### src/rtl/row_normalizer_pkg.sv
// Shared fixed-point widths for the FlashAttention output normalisation path.
// Divider inputs are signed Q8.8; divider quotients are signed Q0.7.
package row_normalizer_pkg;

   localparam int DIV_INPUT_W       = 16;
   localparam int DIV_INPUT_FRAC    = 8;
   localparam int QUOT_W            = 8;
   localparam int QUOT_FRAC         = 7;
   localparam int NORM_ROW_LEN      = 16;
   localparam int DEF_MAX_INFLIGHT  = 4;

endpackage

### src/rtl/row_normalizer.sv
// Divides one accumulated output row by its row sum through an external int_division
// block, keeping up to MAX_INFLIGHT divides outstanding, and hands the row downstream.
module row_normalizer
   import row_normalizer_pkg::*;
#(
   parameter int NUM_ELEMS    = NORM_ROW_LEN,
   parameter int MAX_INFLIGHT = DEF_MAX_INFLIGHT
) (
   input  logic                             clk,
   input  logic                             rst,
   input  logic                             vld_in,
   output logic                             rdy_out,
   input  logic [NUM_ELEMS*DIV_INPUT_W-1:0] row_in,
   input  logic [DIV_INPUT_W-1:0]           row_sum_in,
   output logic                             div_vld_out,
   input  logic                             div_rdy_in,
   output logic [DIV_INPUT_W-1:0]           div_numerator_out,
   output logic [DIV_INPUT_W-1:0]           div_denominator_out,
   input  logic                             div_vld_in,
   output logic                             div_rdy_out,
   input  logic [QUOT_W-1:0]                div_quotient_in,
   output logic                             vld_out,
   input  logic                             rdy_in,
   output logic [NUM_ELEMS*QUOT_W-1:0]      row_out
);

   localparam int IDX_W = (NUM_ELEMS > 1) ? $clog2(NUM_ELEMS) : 1;
   localparam int CNT_W = IDX_W + 1;
   localparam int INF_W = $clog2(MAX_INFLIGHT + 1);
   localparam logic [CNT_W-1:0] ROW_LEN  = CNT_W'(NUM_ELEMS);
   localparam logic [CNT_W-1:0] LAST_IDX = CNT_W'(NUM_ELEMS - 1);
   localparam logic [INF_W-1:0] INF_MAX  = INF_W'(MAX_INFLIGHT);

   typedef enum logic [1:0] {IDLE, RUN, OUT} norm_state_t;

   norm_state_t state, state_next;

   logic [CNT_W-1:0]                         issue_idx;
   logic [CNT_W-1:0]                         recv_idx;
   logic [INF_W-1:0]                         inflight;
   logic [NUM_ELEMS-1:0][DIV_INPUT_W-1:0]    row_reg;
   logic [DIV_INPUT_W-1:0]                   sum_reg;
   logic [NUM_ELEMS-1:0][QUOT_W-1:0]         quot_reg;

   logic accept;
   logic issue;
   logic receive;
   logic release_row;

   always_ff @(posedge clk) begin
      if (rst) begin
         state <= IDLE;
      end else begin
         state <= state_next;
      end
   end

   // Issue and collect are independent inside RUN; quotients come back in issue order,
   // so recv_idx alone places each one. Returns past the end of the row are dropped.
   always_comb begin
      state_next  = state;
      rdy_out     = 1'b0;
      div_vld_out = 1'b0;
      div_rdy_out = 1'b0;
      vld_out     = 1'b0;
      accept      = 1'b0;
      issue       = 1'b0;
      receive     = 1'b0;
      release_row = 1'b0;
      case (state)
         IDLE: begin
            rdy_out = 1'b1;
            accept  = vld_in;
            if (vld_in) begin
               state_next = RUN;
            end
         end
         RUN: begin
            div_rdy_out = 1'b1;
            div_vld_out = (issue_idx < ROW_LEN) && (inflight < INF_MAX);
            issue       = div_vld_out && div_rdy_in;
            receive     = div_vld_in && (recv_idx < ROW_LEN);
            if (receive && (recv_idx == LAST_IDX)) begin
               state_next = OUT;
            end
         end
         OUT: begin
            vld_out     = 1'b1;
            release_row = rdy_in;
            if (rdy_in) begin
               state_next = IDLE;
            end
         end
         default: begin
            state_next = IDLE;
         end
      endcase
   end

   assign div_numerator_out   = row_reg[issue_idx[IDX_W-1:0]];
   assign div_denominator_out = sum_reg;
   assign row_out             = quot_reg;

   always_ff @(posedge clk) begin
      if (rst) begin
         issue_idx <= '0;
         recv_idx  <= '0;
         inflight  <= '0;
         row_reg   <= '0;
         sum_reg   <= '0;
         quot_reg  <= '0;
      end else begin
         if (accept) begin
            row_reg <= row_in;
            sum_reg <= row_sum_in;
         end
         if (issue) begin
            issue_idx <= issue_idx + 1'b1;
         end
         if (receive) begin
            quot_reg[recv_idx[IDX_W-1:0]] <= div_quotient_in;
            recv_idx                      <= recv_idx + 1'b1;
         end
         case ({issue, receive})
            2'b10:   inflight <= inflight + 1'b1;
            2'b01:   inflight <= inflight - 1'b1;
            default: inflight <= inflight;
         endcase
         if (release_row) begin
            issue_idx <= '0;
            recv_idx  <= '0;
         end
      end
   end

   // A quotient is only legal while a row is still collecting.
   assert property (@(posedge clk) disable iff (rst)
      div_vld_in |-> ((state == RUN) && (recv_idx < ROW_LEN)));

endmodule

### config.mk
export PLATFORM = sky130hd
export DESIGN_NAME = row_normalizer
export DESIGN_NICKNAME = d
export VERILOG_FILES = /design/src/rtl/row_normalizer_pkg.sv /design/src/rtl/row_normalizer.sv
export SDC_FILE = /design/constraint.sdc
export NUM_CORES = 1
export LEC_CHECK = 0
export BUFFER_PORTS_ARGS = -buffer_cell sky130_fd_sc_hd__buf_2
export CELL_PAD_IN_SITES_DETAIL_PLACEMENT = 0
export CELL_PAD_IN_SITES_GLOBAL_PLACEMENT = 2
export CORE_MARGIN = 2
export CORE_UTILIZATION = 33
export DETAILED_ROUTE_END_ITERATION = 10
export GPL_TIMING_DRIVEN = 0
export PLACE_DENSITY = 0.88
export SLEW_MARGIN = 20
export SYNTH_ARGS = -nofsm -noshare
export SYNTH_HDL_FRONTEND = slang
export SYNTH_SLANG_ARGS = --single-unit
### constraint.sdc
create_clock -name clk -period 3.5 [get_ports clk]
set_input_delay 0.175 -clock clk [delete_from_list [all_inputs] [get_ports clk]]
set_output_delay 0.175 -clock clk [all_outputs]
set_load 0.01 [all_outputs]
Yosys cells after proc, flatten, opt, wreduce, memory -nomap -nowiden. Cells that the tools add are included. W data, S select, Z words.

Output and inout port bits: 164. Register bits: 415. Word-level logic and storage cells: 82. Input port bits: 286.

Magnitude comparators: 6. $add $sub $neg: 4. Equality and inequality tests: 8. Reductions and logical operators: 9. Mux-type cells: 18.

Operator list (number): $bwmux W128 (1); $bmux W16 S4 (1); $demux W8 S4 (1); $mux W16 (1); $add A5 B1 Y5 const B (2); $lt A4 B5 Y1 const B (2); $lt A5 B5 Y1 const B (2); $mux W1 (8); $mux W8 (1); $mux W2 (3); $ne A2 B2 Y1 const B (3); $pmux W2 S3 (1); $pmux W3 S2 (1); $eq A5 B4 Y1 const B (1); $logic_and A1 B1 Y1 (5); $eq A2 B1 Y1 const B (2); $eq A2 B2 Y1 const B (2); $ge A4 B1 Y1 const B (1); $add A3 B1 Y3 const B (1); $lt A3 B3 Y1 const B (1); $reduce_and A3 Y1 (1); $sub A3 B1 Y3 const B (1); $logic_not A2 Y1 (1); $reduce_bool A2 Y1 (1); $reduce_or A2 Y1 (1).

Depth between registers and ports, before layout. Gate-level depths: netlist of the first run.

Depth after elaboration: 6. Mapped depth: 8. Mapped depth without buffers: 7.

Least setup slack after synthesis of the first run. No wires, ideal clock.

Kind: register to register. From: reg state[0]. To: reg inflight[2]. Cell stages (with the launch flop): 8. Period minus slack after synthesis: 2.279 ns. Path buffers: 0. Required time: 3.430 ns. Setup slack: 1.221 ns. Arrival: 2.208 ns. Library setup time: 0.070 ns. Cells stage by stage: dfxtp_1 > nor4b_2 > nand2_1 > ha_1 > fa_1 > xnor2_1 > or3_1 > a21oi_1.

Longest elaborated chain between the ends: 4. Elaborated cells between the ends (all ways): 7. Those cells by class: 3 x eq/ne; 3 x mux; 1 x reduce/logical.

RTL lines: start: declaration (line row_normalizer.sv:36) `norm_state_t state, state_next;`; start signal: assignment (line row_normalizer.sv:54) `state <= state_next;`; $eq A2 B1 Y1 * (line row_normalizer.sv:70) `case (state)`; $mux W1 (line row_normalizer.sv:70); $eq A2 B1 Y1 / $eq A2 B2 Y1 (equally long branches) (line row_normalizer.sv:124) `case ({issue, receive})`; $pmux W3 S2 / $reduce_bool A2 Y1 (equally long branches); end signal: assignment (line row_normalizer.sv:125) `2'b10: inflight <= inflight + 1'b1;`; end signal: assignment (line row_normalizer.sv:126) `2'b01: inflight <= inflight - 1'b1;`; end signal: assignment (line row_normalizer.sv:127) `default: inflight <= inflight;`; end: declaration (line row_normalizer.sv:40) `logic [INF_W-1:0] inflight;`.

Every way passes the cells marked *; elsewhere a longest branch is shown, timed or not. A chain may end at the register's enable or synchronous reset.

Worst setup path after layout of the first run.
From: reg issue_idx[1]. To: out div_numerator_out[8].

Longest elaborated chain between the ends: 2.

RTL lines: start: declaration (line row_normalizer.sv:38) `logic [CNT_W-1:0] issue_idx;`; start signal: assignment (line row_normalizer.sv:118) `issue_idx <= issue_idx + 1'b1;`; $bmux W16 S4 (line row_normalizer.sv:100) `assign div_numerator_out = row_reg[issue_idx[IDX_W-1:0]];`; $mux W16 (not written as such) (line row_normalizer.sv:100); end: declaration (line row_normalizer.sv:17) `output logic [DIV_INPUT_W-1:0] div_numerator_out,`.

No other way between the ends. The select of a mux whose other input is x is not followed.

==> impl_metrics.toml, run 1 <==
[place]
portBuffers = 448
hpwl_mm = 49.6
routabilityCongestion = 0.908
place_area_mm2 = 0.0198

[logic_synthesis]
async_flop_share = 0
ys_seq_area_frac = 0.496
yosysTopAreaCellShare = 0.496
synth_flop_cell = "dfxtp_1"
synth_common_cells = "548 x nand2_1, 415 x dfxtp_1, 276 x a21oi_1, 178 x mux2i_1, 144 x nor2_1"
synth.avg_cell_area_um2 = 9.00
synth_fp_nets = 2156
synth_edf_count = 0
syn_area_mm2 = 0.0168
yosysTopAreaCell = "dfxtp_1"
synthMostInstantiatedCell = "nand2_1"
synthDistinctLibCells = 38
ys.warnings.count = 0
syn_inst = 1862
synthTopCellsByArea = "dfxtp_1 50%, nand2_1 12%, mux2i_1 11%"
ys_ff_latch = 415

[route]
detail-route-antenna-nets = 0
avgViaCountPerCell = 4.89
wl_mm = 66.8
post_drt_wl_per_cell_um = 19.9
vias = 16375
drtIter0Drc = 876
dr.pass1.iters = 6
drc_errors = 0

[sta]
worst_pin_slew_ns = 0.925
fmax_mhz = 315
slew_headroom = 0.382
finalSetupViolations = 0
rsz0062_at_grt = "false"
hold_viol = 0
period_needed_ns = 3.17
post-route-period-util = 0.906
final.setup.tns_ns = 0
clock_skew_ns = 0.0200
finalMaxSlewViolations = 0

[power]
clkPwrFrac = 0.439
swShare = 0.251
powerDensity_mw_per_mm2 = 469
seq_power_share = 0.442
combPwrFrac = 0.120
vdd_drop_max_mv = 0.328
p_total_w = 0.0114
total_leakage_power_nw = 10.8
switchingPower_w = 0.00285
p_int_w = 0.00852

[floorplanning]
num_io_pins = 450
die_y_um = 229
coreArea_mm2 = 0.0502
die_w_um = 229
rows = 82
initial_core_util = 0.334
die-area_mm2 = 0.0526

[global_routing]
grt_pass1_vias = 16647
grt_pass1_wl_mm = 98.3
gr-usage-all-layers = 0.245
grt_antenna_before_repair = 3
grt-ovfl-total = 0
grt_max_degree = 13

[clocking]
clockRootBuffer = "clkbuf_16"
cts.reportedPaths.clkPinSlew_ns = 0.06
holdBufCountCts = 283
numCtsBuffers = 46
clockBufferDepth = 3
post-cts-setup-buffer-count = 0
cts_resized = 0
htree_levels = 2
cts_tree = "done"
insertion_delay_ns = 0.58
cts.sinks = 415

[cells_and_area]
n_fill_cell = 4780
drive_above_1_share = 0.236
final_area_mm2 = 0.0242
area_growth_pct = 44.7
final_core_util = 0.483
antenna_cells = 0
largest_reg_flops = 256
nNetsFinal = 2936
seq_area_mm2 = 0.00831
multiInputGateArea_mm2 = 0.00778

[setup_path]
critPathCaptureType = "output pin"
cp_max_fo = 10
cp-start-kind = "register"
crit_required_ns = 3.32
arrival_ns = 2.99
worstSetupPathType = "register to output pin"

[outcome]
outcome = "completed"

[min_path]
hold_class = "input pin to register"

[run]
cap_violations = 0
[worst max-delay path, cell delays in order, from the launching register on]
cell and delay [ns]:
dfxtp_1 0.33, buf_4 0.25, buf_4 0.28, buf_4 0.29, mux2i_1 0.14, a22oi_1 0.44, mux2i_1 0.17, o21ai_1 0.30
buf_2 0.20
[final timing paths]
check	startpoint	endpoint	slack [ns]	depth (start not counted)
worst min-delay path	div_vld_in	state[1]$_SDFFE_PP0P_	0.11	4
worst max register to register	state[0]$_SDFFE_PP0P_	inflight[2]$_SDFFE_PP0P_	0.59	7
worst min register to register	row_reg[55]$_SDFFE_PP0P_	row_reg[55]$_SDFFE_PP0P_	0.45	2
worst max-delay path	issue_idx[1]$_SDFFE_PP0P_	div_numerator_out[8]	0.33	8
[final cells by class]
class                      instances  share of cell area
buffer                           147              0.0270
clock buffer                      68              0.0575
clock inverter                    14             0.00691
inverter                           4            0.000619
multi-input combinational       1296               0.321
sequential                       415               0.343
tap                              672              0.0347
timing repair buffer             732               0.210
[metal layers]
metal	GRT usage	wire length (um)	vias to the layer above	share of wire
met5	0	39	-	0.00058
met4	0.108	2850	6	0.043
met3	0.0469	4110	154	0.062
met2	0.413	31400	587	0.47
met1	0.306	28300	7793	0.42
li1	-	-	7835	-
[metrics by stage]
stage | instances | setup WS, ns | hold slack, ns
floorplan | 1862 | 1.22 | 0.311
global placement | 2982 | 0.678 | 0.420
detailed placement | 2982 | 0.643 | 0.420
CTS | 3347 | 0.333 | 0.000460
global route | 3348 | 0.299 | 0.140
finish | 3348 | 0.330 | 0.109
[placed cells by master (no fill, tap or decap), types with 2 or more instances in the layout]
cell type / count
bufinv_16: 3
clkbuf_16: 47
a22oi_1: 16
buf_4: 9
clkbuf_8: 14
o21ai_1: 16
mux4_2: 48
dlygate4sd3_1: 284
clkbuf_1: 109
nor2b_1: 5
buf_6: 3
inv_1: 4
nand4_2: 3
nand4_1: 2
dfxtp_1: 415
ha_1: 7
xor2_1: 5
mux2i_1: 178
and3_1: 2
nor2_1: 144
nand3_4: 12
xnor2_1: 3
nand2_1: 548
buf_1: 3
buf_2: 477
a32oi_1: 16
clkinv_2: 8
a21oi_1: 276
and2_1: 2
[cells by family after synthesis]
| logic type | count (synthesis) | synth area share |
|---|---|---|
| and+or+nand+nor | 727 | 0.179 |
| DFF | 415 | 0.496 |
| AOI/OAI and AO/OA | 327 | 0.104 |
| muxes | 226 | 0.171 |
| buffers and inverters | 151 | 0.0400 |
| xor gates and xnor gates | 8 | 0.00418 |
| adders and majority gates | 8 | 0.00642 |
[power groups by stage]
stage | clock network [W] | registers [W] | logic (W)
2_1_floorplan | 0 | 0.00509 | 0.000597
3_3_place_gp | 0 | 0.00512 | 0.00109
3_5_place_dp | 0 | 0.00513 | 0.00110
4_1_cts | 0.00507 | 0.00502 | 0.00136
5_1_grt | 0.00526 | 0.00504 | 0.00147
6_report | 0.00499 | 0.00502 | 0.00136
Power figures use the tool's default switching activity.
==> run 2: changes to the inputs <==
--- a/config.mk
+++ b/config.mk
@@ -5,14 +5,16 @@
 export SDC_FILE = /design/constraint.sdc
 export NUM_CORES = 1
 export LEC_CHECK = 0
+export ABC_AREA = 1
 export BUFFER_PORTS_ARGS = -buffer_cell sky130_fd_sc_hd__buf_2
 export CELL_PAD_IN_SITES_DETAIL_PLACEMENT = 0
 export CELL_PAD_IN_SITES_GLOBAL_PLACEMENT = 2
 export CORE_MARGIN = 2
-export CORE_UTILIZATION = 33
+export CORE_UTILIZATION = 31
 export DETAILED_ROUTE_END_ITERATION = 10
 export GPL_TIMING_DRIVEN = 0
-export PLACE_DENSITY = 0.88
+export PLACE_DENSITY = 0.9
+export SETUP_SLACK_MARGIN = 0.2
 export SLEW_MARGIN = 20
 export SYNTH_ARGS = -nofsm -noshare
 export SYNTH_HDL_FRONTEND = slang
==> impl_metrics.toml, run 2 <==
[outcome]
outcome = "completed"

[sta]
period_needed_ns = 3.20
post-route-period-util = 0.913
whs_ns = 0.0366
clock_skew_ns = 0.0109
final.setup.tns_ns = 0
rsz0062_at_grt = "false"
fmax_mhz = 313
hold_viol = 0
worst_pin_slew_ns = 0.933
finalSetupViolations = 0
setup_ws_ns = 0.303
slew_headroom = 0.378
finalMaxSlewViolations = 0

[setup_path]
r2r_start = "recv_idx[1]$_SDFFE_PP0P_"
arrival_ns = 3.02
r2r_cells = 10
cp-start-kind = "register"
r2r_end = "state[1]$_SDFFE_PP0P_"
crit_required_ns = 3.32
r2r_slack_ns = 0.94
cp_max_fo = 10
worstSetupPathType = "register to output pin"
critPathCaptureType = "output pin"

[cells_and_area]
drive_above_1_share = 0.167
nNetsFinal = 3692
final_area_mm2 = 0.0255
fin_cells = 4195
largest_reg_flops = 256
final_common_cell = "nand2_1"
area_growth_pct = 43.6
final_cell_mix = "596 x nand2_1, 470 x buf_2, 415 x dfxtp_1"

[route]
post_drt_wl_per_cell_um = 17.4
wl_mm = 73.1
avgViaCountPerCell = 4.69
drtIter0Drc = 1359
vias = 19692
dr.pass1.iters = 8
drc_errors = 0
detail-route-antenna-nets = 0

[floorplanning]
rows = 87
num_io_pins = 450
initial_core_util = 0.314
die_y_um = 243
die_w_um = 243
die-area_mm2 = 0.0592
coreArea_mm2 = 0.0565

[clocking]
cts.reportedPaths.clkPinSlew_ns = 0.06
numCtsBuffers = 48
insertion_delay_ns = 0.60
clockBufferDepth = 3
htree_levels = 2
cts_tree = "done"
post-cts-setup-buffer-count = 0
clockRootBuffer = "clkbuf_16"
cts.sinks = 415

[logic_synthesis]
synth_common_cells = "596 x nand2_1, 415 x dfxtp_1, 326 x nor2_1, 291 x a21oi_1, 282 x inv_1"
ys.warnings.count = 0
syn_area_mm2 = 0.0178
synth_fp_nets = 2909
ys_seq_area_frac = 0.468
async_flop_share = 0
syn_inst = 2615
yosysTopAreaCellShare = 0.468
synth_flop_cell = "dfxtp_1"
synthMostInstantiatedCell = "nand2_1"
yosysTopAreaCell = "dfxtp_1"
synth_edf_count = 0
synthDistinctLibCells = 24
synthTopCellsByArea = "dfxtp_1 47%, nand2_1 13%, a21oi_1 8.2%"
synth.avg_cell_area_um2 = 6.79
ys_ff_latch = 415

[global_routing]
grt_pass1_wl_mm = 110
grt_pass1_vias = 19385
gr-usage-all-layers = 0.239
grt-ovfl-total = 0
grt_max_degree = 13
grt_antenna_before_repair = 2

[power]
total_leakage_power_nw = 11.7
vdd_drop_max_mv = 0.320
powerDensity_mw_per_mm2 = 501

[min_path]
holdPathEnd = "issue_idx[0]$_SDFFE_PP0P_"
holdPathStages = 5
hold_class = "input pin to register"
min_from = "div_rdy_in"

[place]
hpwl_mm = 54.9
place_area_mm2 = 0.0209
portBuffers = 449
routabilityCongestion = 0.913
dp.cells = 3820
dpl_worst_slack_ns = 0.797

[run]
cap_violations = 0
## run 2: area by class of cell
| class | instances | area, um2 |
|---|---|---|
| Multi-Input combinational cell | 1727 | 7630 |
| Fill cell | 5905 | 31000 |
| Sequential cell | 415 | 8310 |
| Buffer | 183 | 733 |
| Tap cell | 756 | 946 |
| Timing Repair Buffer | 733 | 5090 |
| Clock buffer | 72 | 1440 |
| Inverter | 290 | 1090 |
| Clock inverter | 17 | 248 |
| Antenna cell | 2 | 5.00 |
## run 2: cells by family (layout without fill, tap and decap cells)
| logic type | Yosys count | after routing | synth area share |
|---|---|---|---|
| xor gates and xnor gates | 2 | 2 | 0.000987 |
| and+or+nand+nor | 1144 | 1144 | 0.261 |
| buffers and inverters | 473 | 1295 | 0.103 |
| adders and majority gates | 8 | 8 | 0.00606 |
| other | 0 | 2 | 0 |
| AOI/OAI and AO/OA | 573 | 573 | 0.162 |
| DFF | 415 | 415 | 0.468 |
## run 2: what timing repair did
item                                   4_1_cts  5_1_grt
setup endpoints to repair                    1        0
resized for setup                            1        0
endpoints found under the hold margin      282        0
hold buffers                               284        0
## run 2: per-layer routing
metal,part of all wire,up-vias,global-route usage
li1,-,9823,-
met1,0.44,9090,0.307
met2,0.47,625,0.407
met3,0.052,154,0.0317
met4,0.040,0,0.0938
met5,0,-,0
## run 2: per-stage QoR
stage	power, W	utilization
2_1_floorplan	0.00639	-
5_1_grt	0.0133	0.451
3_5_place_dp	0.00722	0.371
6_report	0.0128	0.451
3_3_place_gp	0.00718	0.371
4_1_cts	0.0129	0.451
## run 2: worst max path at each step
stage,depth (start not counted),to,slack [ns],start
after global routing,10,div_numerator_out[5],0.20,issue_idx[0]$_SDFFE_PP0P_
after floorplan,9,inflight[1]$_SDFFE_PP0P_,1.55,state[1]$_SDFFE_PP0P_
final,9,div_numerator_out[14],0.30,issue_idx[0]$_SDFFE_PP0P_
after global placement,9,div_numerator_out[6],0.78,issue_idx[0]$_SDFFE_PP0P_
after CTS,10,div_numerator_out[1],0.32,issue_idx[0]$_SDFFE_PP0P_
after detailed placement,9,div_numerator_out[6],0.80,issue_idx[0]$_SDFFE_PP0P_
## run 2: critical path, stage by stage (launching register included)
cell and delay [ns]:
dfxtp_1 0.39, clkbuf_1 0.66, clkbuf_1 0.52, nor2_1 0.08, nor2_1 0.12, nand2_1 0.06, nand3_1 0.11, nand3_1 0.14
nand2_1 0.16, buf_2 0.17
## run 2: where the power goes
| group | total, W | internal (W) | leakage (nW) | switching [W] |
|---|---|---|---|---|
| combinational | 0.00221 | 0.000812 | 7.42 | 0.00139 |
| clock | 0.00539 | 0.00329 | 0.831 | 0.00211 |
| sequential | 0.00518 | 0.00507 | 3.41 | 0.000109 |
| total | 0.0128 | 0.00917 | 11.7 | 0.00361 |
